**config.mk**
```make
export PLATFORM = sky130hd
export DESIGN_NAME = eth_tx_arbiter
export DESIGN_NICKNAME = d
export VERILOG_FILES = /design/src/rtl/eth_pkg.sv /design/src/rtl/eth_tx_arbiter.sv
export SDC_FILE = /design/constraint.sdc
export NUM_CORES = 1
export LEC_CHECK = 0
export CELL_PAD_IN_SITES_DETAIL_PLACEMENT = 1
export CELL_PAD_IN_SITES_GLOBAL_PLACEMENT = 1
export CORE_ASPECT_RATIO = 1.75
export CORE_MARGIN = 5
export CORE_UTILIZATION = 50
export DETAILED_ROUTE_END_ITERATION = 10
export DONT_BUFFER_PORTS = 1
export HOLD_SLACK_MARGIN = 0.06
export PLACE_DENSITY = 0.79
export SYNTH_ARGS = -nofsm -noshare
export SYNTH_HDL_FRONTEND = slang
export SYNTH_SLANG_ARGS = --single-unit
```
**constraint.sdc**
```tcl
create_clock -name tx_mac_aclk -period 2.95 [get_ports tx_mac_aclk]
set_input_delay 0.59 -clock tx_mac_aclk [delete_from_list [all_inputs] [get_ports tx_mac_aclk]]
set_output_delay 0.59 -clock tx_mac_aclk [all_outputs]
set_load 0.01 [all_outputs]
```
**src/rtl/eth_pkg.sv**
```systemverilog
// eth_pkg: shared Ethernet TX constants (minimum frame length, arbiter state and grant encodings)
package eth_pkg;
  localparam int ETH_MIN_FRAME = 60;
  typedef logic [1:0] state_t;
  localparam state_t IDLE = 2'd0;
  localparam state_t ARP = 2'd1;
  localparam state_t IP = 2'd2;
  localparam state_t PAD = 2'd3;
  localparam logic GRANT_ARP = 1'b0;
  localparam logic GRANT_IP = 1'b1;
endpackage

```
**src/rtl/eth_tx_arbiter.sv**
```systemverilog
// eth_tx_arbiter: frame-wise ARP/IP AXIS merge into registered MAC stream, zero-padding short frames to MIN_FRAME
module eth_tx_arbiter
  import eth_pkg::*;
#(
  parameter int MIN_FRAME = ETH_MIN_FRAME,
  parameter int CNT_W = 11
) (
  input  logic       tx_mac_aclk,
  input  logic       tx_mac_reset,
  input  logic [7:0] s_arp_tdata,
  input  logic       s_arp_tvalid,
  input  logic       s_arp_tlast,
  output logic       s_arp_tready,
  input  logic [7:0] s_ip_tdata,
  input  logic       s_ip_tvalid,
  input  logic       s_ip_tlast,
  output logic       s_ip_tready,
  output logic [7:0] m_tdata,
  output logic       m_tvalid,
  output logic       m_tlast,
  input  logic       m_tready
);
  state_t state, state_nxt;
  logic last_grant, last_grant_nxt;
  logic [CNT_W-1:0] byte_cnt, byte_cnt_nxt;
  logic [CNT_W:0] cnt_p1;
  logic [7:0] tdata_nxt, in_data;
  logic tvalid_nxt, tlast_nxt, adv, hs, pad, in_last, end_in, full, done;
  assign adv = !m_tvalid || m_tready;
  assign s_arp_tready = (state == ARP) && adv;
  assign s_ip_tready = (state == IP) && adv;
  assign hs = (s_arp_tready && s_arp_tvalid) || (s_ip_tready && s_ip_tvalid);
  assign pad = (state == PAD) && adv;
  assign in_data = state == IP ? s_ip_tdata : s_arp_tdata;
  assign in_last = state == IP ? s_ip_tlast : s_arp_tlast;
  assign end_in = hs && in_last;
  assign cnt_p1 = {1'b0, byte_cnt} + (CNT_W+1)'(1);
  assign full = cnt_p1 >= (CNT_W+1)'(MIN_FRAME);
  assign done = (pad || end_in) && full;
  always_ff @(posedge tx_mac_aclk or posedge tx_mac_reset) begin
    if (tx_mac_reset) begin
      state <= IDLE;
      last_grant <= GRANT_IP;
      byte_cnt <= '0;
      m_tdata <= '0;
      m_tvalid <= 1'b0;
      m_tlast <= 1'b0;
    end else begin
      state <= state_nxt;
      last_grant <= last_grant_nxt;
      byte_cnt <= byte_cnt_nxt;
      m_tdata <= tdata_nxt;
      m_tvalid <= tvalid_nxt;
      m_tlast <= tlast_nxt;
    end
  end
  always_comb begin
    state_nxt = state;
    last_grant_nxt = last_grant;
    if (state == IDLE) begin
      if (s_arp_tvalid && s_ip_tvalid) begin
        state_nxt = last_grant == GRANT_ARP ? IP : ARP;
        last_grant_nxt = last_grant == GRANT_ARP ? GRANT_IP : GRANT_ARP;
      end else if (s_arp_tvalid) state_nxt = ARP;
      else if (s_ip_tvalid) state_nxt = IP;
    end else if (end_in || pad) state_nxt = full ? IDLE : PAD;
  end
  always_comb begin
    tdata_nxt = m_tdata;
    tvalid_nxt = m_tvalid;
    tlast_nxt = m_tlast;
    byte_cnt_nxt = byte_cnt;
    if (hs || pad) begin
      tdata_nxt = hs ? in_data : 8'h00;
      tvalid_nxt = 1'b1;
      tlast_nxt = done;
      byte_cnt_nxt = done ? '0 : (&byte_cnt ? byte_cnt : cnt_p1[CNT_W-1:0]);
    end else if (adv) begin
      tvalid_nxt = 1'b0;
      tlast_nxt = 1'b0;
    end
  end
endmodule

```
**Word level (Yosys, flattened, before mapping)**

Cells that the tools add are included.

- Bits of input ports: 23
- Bits in registers: 24
- Logic and storage cells: 49
- Output and inout port bits: 12

- Eq/ne operators: 5
- Reduce and logical (&&, ||, !) cells: 20
- Magnitude comparators: 1
- Multiplexer cells: 16
- Add/sub/neg operators: 1

Operators by type and width:

| cell | number |
|---|---|
| 2-to-1 mux 11 bit | 2 |
| 2-to-1 mux 8 bit | 2 |
| 2-to-1 mux 2 bit | 7 |
| adder 11 x 1 -> 12 bit, second input constant | 1 |
| greater-or-equal comparator 12 x 6 -> 1 bit, second input constant | 1 |
| AND reduction 11 bit | 1 |
| logical AND 1 bit | 8 |
| AND reduction 2 bit | 3 |
| 2-to-1 mux 1 bit | 5 |
| equality test 2 bit, second input constant | 2 |
| logical OR 1 bit | 4 |
| inequality test 4 x 3 -> 1 bit, second input constant | 1 |
| nonzero test 2 bit | 2 |
| equality test 2 x 1 -> 1 bit, second input constant | 1 |
| logical NOT 2 bit | 1 |
| inequality test 2 bit, second input constant | 1 |
| logical NOT 1 bit | 1 |

**Longest topological paths before layout**

Gate-level depths: netlist of run 1.

- Word-level depth: 10
- Depth in mapped cells: 7
- Mapped depth without buffers: 6

**Least setup slack after synthesis of run 1**

OpenSTA, ideal clock, no wires.

- Path kind: flip-flop to flip-flop
- Start: register byte_cnt[0]
- End: register byte_cnt[10]
- Data required time: 2.876 ns
- Cell stages (with the launch flop): 8
- Clock period less this slack: 1.792 ns
- Path buffers: 1
- Arrival time: 1.719 ns
- Setup time: 0.074 ns
- Setup slack: 1.158 ns
- Path through: dfrtp_1 -> ha_1 -> and4_4 -> and2_4 -> o311ai_4 -> nand4_4 -> buf_12 -> a21oi_2

- Cells in the longest elaborated chain, start to end: 5
- Elaborated cells between the ends (all ways): 8
- Those cells by class: add/sub (1); order compare (1); eq/ne (1); mux (2); reduce/logical (3)

Ends and longest elaborated chain:

| item | line | RTL |
|---|---|---|
| start, declared | eth_tx_arbiter.sv:25 | `logic [CNT_W-1:0] byte_cnt, byte_cnt_nxt;` |
| start signal, assigned | eth_tx_arbiter.sv:51 | `byte_cnt <= byte_cnt_nxt;` |
| adder 11 x 1 -> 12 bit | eth_tx_arbiter.sv:37 | `assign cnt_p1 = {1'b0, byte_cnt} + (CNT_W+1)'(1);` |
| greater-or-equal comparator 12 x 6 -> 1 bit | eth_tx_arbiter.sv:38 | `assign full = cnt_p1 >= (CNT_W+1)'(MIN_FRAME);` |
| logical AND 1 bit | eth_tx_arbiter.sv:39 | `assign done = (pad \|\| end_in) && full;` |
| inequality test 2 bit (no line) | n/a |  |
| AND reduction 2 bit (no line) | n/a |  |

Parallel ways exist; a longest one is shown, timed or not. The select of a mux whose other input is x is not followed.
A chain may end at the register's enable or synchronous reset.

**Final worst setup path of run 1**

- Start: register byte_cnt[0]
- End: register m_tlast

- Cells in the longest elaborated chain, start to end: 4

Ends and longest elaborated chain:

| item | line | RTL |
|---|---|---|
| adder 11 x 1 -> 12 bit | eth_tx_arbiter.sv:37 |  |
| greater-or-equal comparator 12 x 6 -> 1 bit | eth_tx_arbiter.sv:38 |  |
| logical AND 1 bit | eth_tx_arbiter.sv:39 |  |
| 2-to-1 mux 1 bit | eth_tx_arbiter.sv:73 | `if (hs \|\| pad) begin` |
| end signal, assigned | eth_tx_arbiter.sv:54 | `m_tlast <= tlast_nxt;` |
| end, declared | eth_tx_arbiter.sv:20 | `output logic m_tlast,` |

No other way between the ends.

==> results.md, run 1 <==
* Mapped Cells at 150
* First-pass GRT wire length at 5550 um
* Worst-skew pair later-pin latency at 270 ps
* Initial Util at 51.9%
* Ys flop type: dfrtp_1
* Async S/R FF share, synth at 100%
* FF-to-FF setup slack at 780 ps
* Fill cells at 331
* Die Ht at 83.4 um
* Max Slew Vio Count at 0
* Reg-to-Reg Start: byte_cnt[0]
* Rows at 26
* CTS resizes at 0
* Peak fanout along the critical path at 14
* DRT Pass-1 Iters at 4
* Leak Pwr at 0.612 nW
* RR Endpoint: m_tlast
* Number of remaining DRC errors at 0
* Via Count at 1113
* EDFF count, synth at 0
* Critical Path Source: byte_cnt[0]
* Reg clk slew, reported paths at 90 ps
* Total GRT Usage at 16.6%
* Post-synthesis sequential area ratio at 39.1%
* Maximum clock path buffer count at 2
* Max Cap Viol at 0
* Crit start category: flip-flop
* H-tree depth at 1
* Unrepaired setup endpoints after global routing: no
* Pwr/cell area at 924 nW/um^2
* Critical Path AT at 2330 ps
* Library cells used by synthesis at 41
* Syn_nets at 174
* Post-route cell area at 1600 um^2
* Die W at 51.9 um
* Worst slew pin tran at 1060 ps
* I/O Pins at 35
* Worst Path Required at 3110 ps
* Clock root buffer: clkbuf_8
* Ant. Diodes at 0
* Clock Skews at 8.57 ps
* Layout cells sized above 1 at 20.5%
* Avg Inst Size Synth at 10.3 um^2
* Clk sink count at 24
* WL per Instance at 17.1 um
* Critical path class: flip-flop to flip-flop
* Post-layout minimum cycle time at 2170 ps
* Synth warn at 0
* Area delta synth->final at 3.91%
* Via count of the first global-routing pass at 1266
* 1st-iter DRT viols at 8
* WHS at 377 ps
* Worst IR drop on VDD at 577 uV
* Initial antenna violation count at 0
* Outcome: complete, no violations
* CP endpoint kind: flip-flop
* Number of nets in the layout at 171
* Die area at 4330 um^2
* Gr ovfl total at 0
* Core Footprint at 2960 um^2
* Final setup viols at 0
* Setup TNS at 0 ps
* Vias per Instance at 5.92
* Number of buffers created by CTS at 3
* Cell Area, Placed at 1530 um^2
* Number of buffers added on ports at 0
* CTS tree: built
* Routed wire length at 3220 um
* Worst slew margin at 29.1%
* Largest net degree at the start of global routing at 25
* Fin crit share at 73.6%
* Synthesized flop and latch total at 24
* F_max at 461 MHz
* Worst r2r path cells at 6
* Antenna viol nets, final at 0
* Worst Hold Class: primary input to asynchronous set/reset pin
* Hold buffer count at CTS at 0
* Netlist Area Pre-Place at 1540 um^2
* Postcts setup bufs at 0
* DP Wirelength at 2550 um
* GPL Wtd Cong at 0.761
* Final hold violations at 0
## registers in the layout (all words and copies together) (netlist names)
signal and cells:
m_tvalid 1, state 2, last_grant 1, m_tlast 1, m_tdata 8, byte_cnt 11
## metal layers
metal | vias up | GRT usage, % | routed length [um]
met4 | 0 | 8.83 | 97
met2 | 29 | 29.6 | 1770
met1 | 552 | 17.5 | 1200
li1 | 526 | - | -
met5 | - | 0 | 0
met3 | 6 | 2.87 | 154
## worst max-delay path, stage by stage (launching register included)
cell and delay, ps:
dfrtp_1 450, ha_1 280, and4_4 230, and2_4 170, o311ai_4 280, nand4_4 330, a22o_1 310
## cell usage after synthesis, types with 2 or more instances
| cell type | n | share of area [%] |
|---|---|---|
| nand3_1 | 8 | 2.6 |
| o311ai_4 | 2 | 3.4 |
| and2_4 | 2 | 1.1 |
| dfrtp_1 | 23 | 37 |
| nand2_1 | 16 | 3.9 |
| nor2b_1 | 3 | 1.2 |
| a21oi_2 | 11 | 6.3 |
| nor2_1 | 6 | 1.5 |
| nor3b_1 | 3 | 1.5 |
| and4_4 | 2 | 1.5 |
| buf_2 | 5 | 1.6 |
| o21ai_0 | 9 | 2.9 |
| xnor2_1 | 8 | 4.6 |
| mux2i_1 | 10 | 6.5 |
| nor3_1 | 2 | 0.65 |
| and3_1 | 4 | 1.6 |
| a21oi_1 | 4 | 1.3 |
| nand3b_1 | 2 | 0.98 |
| inv_1 | 3 | 0.73 |
| o21ai_1 | 2 | 0.65 |
| xor2_1 | 4 | 2.3 |
| nand2b_1 | 2 | 0.81 |
## worst max path at each step
stage	end	slack, ps
after global routing	m_tlast	630
final	m_tlast	780
after global placement	m_tlast	850
after floorplan	byte_cnt[10]	1160
after CTS	m_tlast	780
after detailed placement	m_tlast	790
## cells by family (layout without fill, tap and decap cells)
| kind of cell | after synthesis | in the layout | synth area share, % |
|---|---|---|---|
| flip-flops | 24 | 24 | 39.1 |
| XOR/XNOR | 12 | 12 | 6.83 |
| AO/OA/AOI/OAI | 35 | 35 | 19.0 |
| multiplexers | 10 | 10 | 6.51 |
| adder cells (fa/ha/maj) | 1 | 1 | 0.814 |
| buffers and inverters | 11 | 7 | 4.88 |
| AND/OR/NAND/NOR | 57 | 57 | 22.9 |
## power by group
part / internal [mW] / total (mW) / switching [mW] / leakage, nW
logic: 0.248 / 0.597 / 0.348 / 0.270
clock network: 0.182 / 0.286 / 0.105 / 0.0357
registers: 0.437 / 0.593 / 0.155 / 0.307
total: 0.867 / 1.48 / 0.608 / 0.612
## through the flow
step / util [%] / total power [mW] / setup slack, ps / cells
3_3_place_gp: 51.6 / 1.17 / 853 / 184
3_5_place_dp: 51.6 / 1.20 / 786 / 184
4_1_cts: 54.0 / 1.50 / 775 / 188
5_1_grt: 54.0 / 1.59 / 631 / 188
6_report: 54.0 / 1.48 / 780 / 188
2_1_floorplan: - / 1.11 / 1160 / 150
## area by class of cell
cell class	instances	area [um^2]	area share, %
inverters	3	11.3	0.705
clock inverters	1	30.0	1.88
flip-flops and latches	24	602	37.7
well taps	42	52.6	3.29
clock buffers	3	41.3	2.58
multi-input cells	115	861	53.9
## cells in the final DEF (no fill, tap or decap), drive strengths merged, types with 2 or more instances in the layout
master,instances
xnor2,8
nor3b,4
nand2b,2
nor2b,3
nand2,16
nand4,2
o21ai,12
inv,3
and2,2
nor3,3
nand3b,2
clkbuf,3
mux2i,10
and4,2
dfrtp,23
a21oi,15
nand3,8
o311ai,2
nor2,6
xor2,4
and3,5
(Power assumes the default switching activity.)
==> run 2, diff against run 1 <==
--- a/config.mk
+++ b/config.mk
@@ -9,11 +9,11 @@
 export CELL_PAD_IN_SITES_GLOBAL_PLACEMENT = 1
 export CORE_ASPECT_RATIO = 1.75
 export CORE_MARGIN = 5
-export CORE_UTILIZATION = 50
+export CORE_UTILIZATION = 48
 export DETAILED_ROUTE_END_ITERATION = 10
 export DONT_BUFFER_PORTS = 1
 export HOLD_SLACK_MARGIN = 0.06
-export PLACE_DENSITY = 0.79
+export PLACE_DENSITY = 0.76
 export SYNTH_ARGS = -nofsm -noshare
 export SYNTH_HDL_FRONTEND = slang
 export SYNTH_SLANG_ARGS = --single-unit
==> constraint.sdc (replaced) <==
create_clock -name tx_mac_aclk -period 2.2 [get_ports tx_mac_aclk]
set_input_delay 0.44 -clock tx_mac_aclk [delete_from_list [all_inputs] [get_ports tx_mac_aclk]]
set_output_delay 0.44 -clock tx_mac_aclk [all_outputs]
set_load 0.01 [all_outputs]
==> results.md, run 2 (synthesis results as in run 1) <==
* Worst slew margin at 72.0% (+43 points)
* Reg-to-Reg Start: byte_cnt[0]
* Commonest non-fill, non-tap cell in the layout: dfrtp_1
* Initial Util at 49.5% (-2.5 points)
* 1st-iter DRT viols at 20 (+12)
* CTS tree: built
* Post-layout minimum cycle time at 1990 ps (-181 ps)
* WP buf/inv at 1 (+1)
* WHS at 374 ps (-2.64 ps)
* CP cell instances: ha_1, and4_4, and2_4, o311ai_4, nand4_4, buf_4, a21oi_2
* Initial antenna violation count at 0 (unchanged)
* Worst r2r path cells at 7 (+1)
* Via count of the first global-routing pass at 1261 (-0.39%)
* Number of nets in the layout at 176 (+2.9%)
* Maximum clock path buffer count at 2 (unchanged)
* Ant. Diodes at 0 (unchanged)
* Reg clk slew, reported paths at 80 ps (about the same)
* Die Ht at 84.9 um (+1.8%)
* Critical Path AT at 2190 ps (-140 ps)
* Setup TNS at 0 ps (unchanged)
* Pwr/cell area at 1190 nW/um^2 (+29%)
* Final setup viols at 0 (unchanged)
* Hold depth at 2
* Slowest stage cell, crit path: dfrtp_1
* Worst Path Required at 2400 ps (-710 ps)
* Critical path class: flip-flop to flip-flop
* Layout cells sized above 1 at 22.5% (+2.0 points)
* FF-to-FF setup slack at 210 ps (-570 ps)
* WHS Endpoint: m_tdata[7]
* Antenna viol nets, final at 0 (unchanged)
* Vias per Instance at 5.75 (-2.8%)
* Internal power at 1.11 mW (+28%)
* Area delta synth->final at 5.53%
* DP Wirelength at 2830 um (+11%)
* Postcts setup bufs at 0 (unchanged)
* Biggest regs: byte_cnt (11), m_tdata (8), state (2)
* Family with the most delay on the worst path: simple AND/OR/NAND/NOR gates
* Comb power frac at 43.9% (+3.5 points)
* Clk sink count at 24 (unchanged)
* Worst-skew pair later-pin latency at 270 ps (about the same)
* Hold_sp: s_arp_tdata[7]
* Sw Pwr at 827 uW (+36%)
* Clock root buffer: clkbuf_8
* H-tree depth at 1 (unchanged)
* CP Depth at 7 (+1)
* Core Footprint at 3110 um^2 (+5.0%)
* Crit path largest cell delay at 440 ps (about the same)
* Final hold violations at 0 (unchanged)
* Number of remaining DRC errors at 0 (unchanged)
* Clock power frac at 15.2% (-4.2 points)
* First-pass GRT wire length at 6020 um (+8.5%)
* Crit start category: flip-flop
* Clock Skews at 1.54 ps (-7.03 ps)
* Routed wire length at 3480 um (+8.2%)
* Worst slew pin tran at 421 ps (-637 ps)
* Commonest non-fill, non-tap cells in the layout: 23 x dfrtp_1, 16 x nand2_1, 11 x a21oi_2
* Sw Share at 42.7% (+1.5 points)
* Gr ovfl total at 0 (unchanged)
* DRT Pass-1 Iters at 3 (-1)
* Peak fanout along the critical path at 10 (-4)
* F_max at 503 MHz (+9.1%)
* Rows at 27 (+3.8%)
* Worst Hold Class: primary input to flip-flop
* Number of buffers added on ports at 0 (unchanged)
* Outcome: complete, no violations
* Unrepaired setup endpoints after global routing: no
* RR Endpoint: byte_cnt[3]
* GPL Wtd Cong at 0.737 (-3.1%)
* CP endpoint kind: flip-flop
* I/O Pins at 35 (unchanged)
* Worst IR drop on VDD at 760 uV (+32%)
* Leak Pwr at 0.630 nW (+2.9%)
* Reg with most FFs: byte_cnt
* Max Cap Viol at 0 (unchanged)
* Largest net degree at the start of global routing at 18 (-28%)
* Die area at 4480 um^2 (+3.5%)
* Max Slew Vio Count at 0 (unchanged)
* Via Count at 1116 (+0.27%)
* Seq pwr share at 40.9% (+0.7 points)
* Die W at 52.8 um (+1.7%)
* WL per Instance at 17.9 um (+4.8%)
* Max reg flops at 11 (unchanged)
* Total GRT Usage at 17.8% (+1.2 points)
* Fin crit share at 90.4% (+17 points)
* Number of buffers created by CTS at 3 (unchanged)
## run 2: metrics by stage
stage	utilization [%]	cell area (um^2)	setup slack, ps	instances	power, mW
after floorplan	-	1540	408	150	1.49
after global placement	50.1	1560	293	189	1.61
after detailed placement	50.1	1560	227	189	1.66
after CTS	52.2	1620	200	194	1.97
after global routing	52.2	1620	96.1	194	2.10
final	52.2	1620	210	194	1.94
## run 2: what timing repair did
action | 4_1_cts | 5_1_grt
resized for setup | 0 | 0
hold buffers | 1 | 0
endpoints found under the hold margin | 7 | 0
## run 2: power groups by stage
| stage | clock network, mW | registers [mW] | logic, mW |
|---|---|---|---|
| 4_1_cts | 0.305 | 0.793 | 0.870 |
| 5_1_grt | 0.332 | 0.820 | 0.950 |
| 2_1_floorplan | 0 | 0.719 | 0.767 |
| 3_5_place_dp | 0 | 0.798 | 0.863 |
| 3_3_place_gp | 0 | 0.790 | 0.821 |
| 6_report | 0.295 | 0.792 | 0.850 |
## run 2: worst register-to-register path: cells and delay by family, from the launching register on
kind            cells  cell delay [ps]
fa+ha+maj           1              270
flops               1              440
buf+inv             1              240
compound gates      2              400
simple gates        3              570
## run 2: worst max path at each step
stage	from	end	slack [ps]
final	byte_cnt[0]	byte_cnt[3]	210
after global routing	byte_cnt[0]	byte_cnt[3]	100
after CTS	byte_cnt[0]	byte_cnt[3]	200
after detailed placement	byte_cnt[0]	byte_cnt[3]	230
after global placement	byte_cnt[0]	byte_cnt[2]	290
after floorplan	byte_cnt[0]	byte_cnt[10]	410
## run 2: metal layers
layer	global-route usage (%)	part of all wire [%]	vias to the layer above
li1	-	-	534
met1	18.0	35	542
met2	33.1	58	31
met3	3.16	4.1	9
met4	8.60	2.9	0
met5	0	0	-
## run 2: cell type report
type / count / area, um^2
fill: 369 / 1490
sequential: 24 / 602
inverter: 3 / 11.3
timing repair buffer: 5 / 40.0
multi-input combinational: 115 / 861
tap: 43 / 53.8
clock buffer: 4 / 55.1
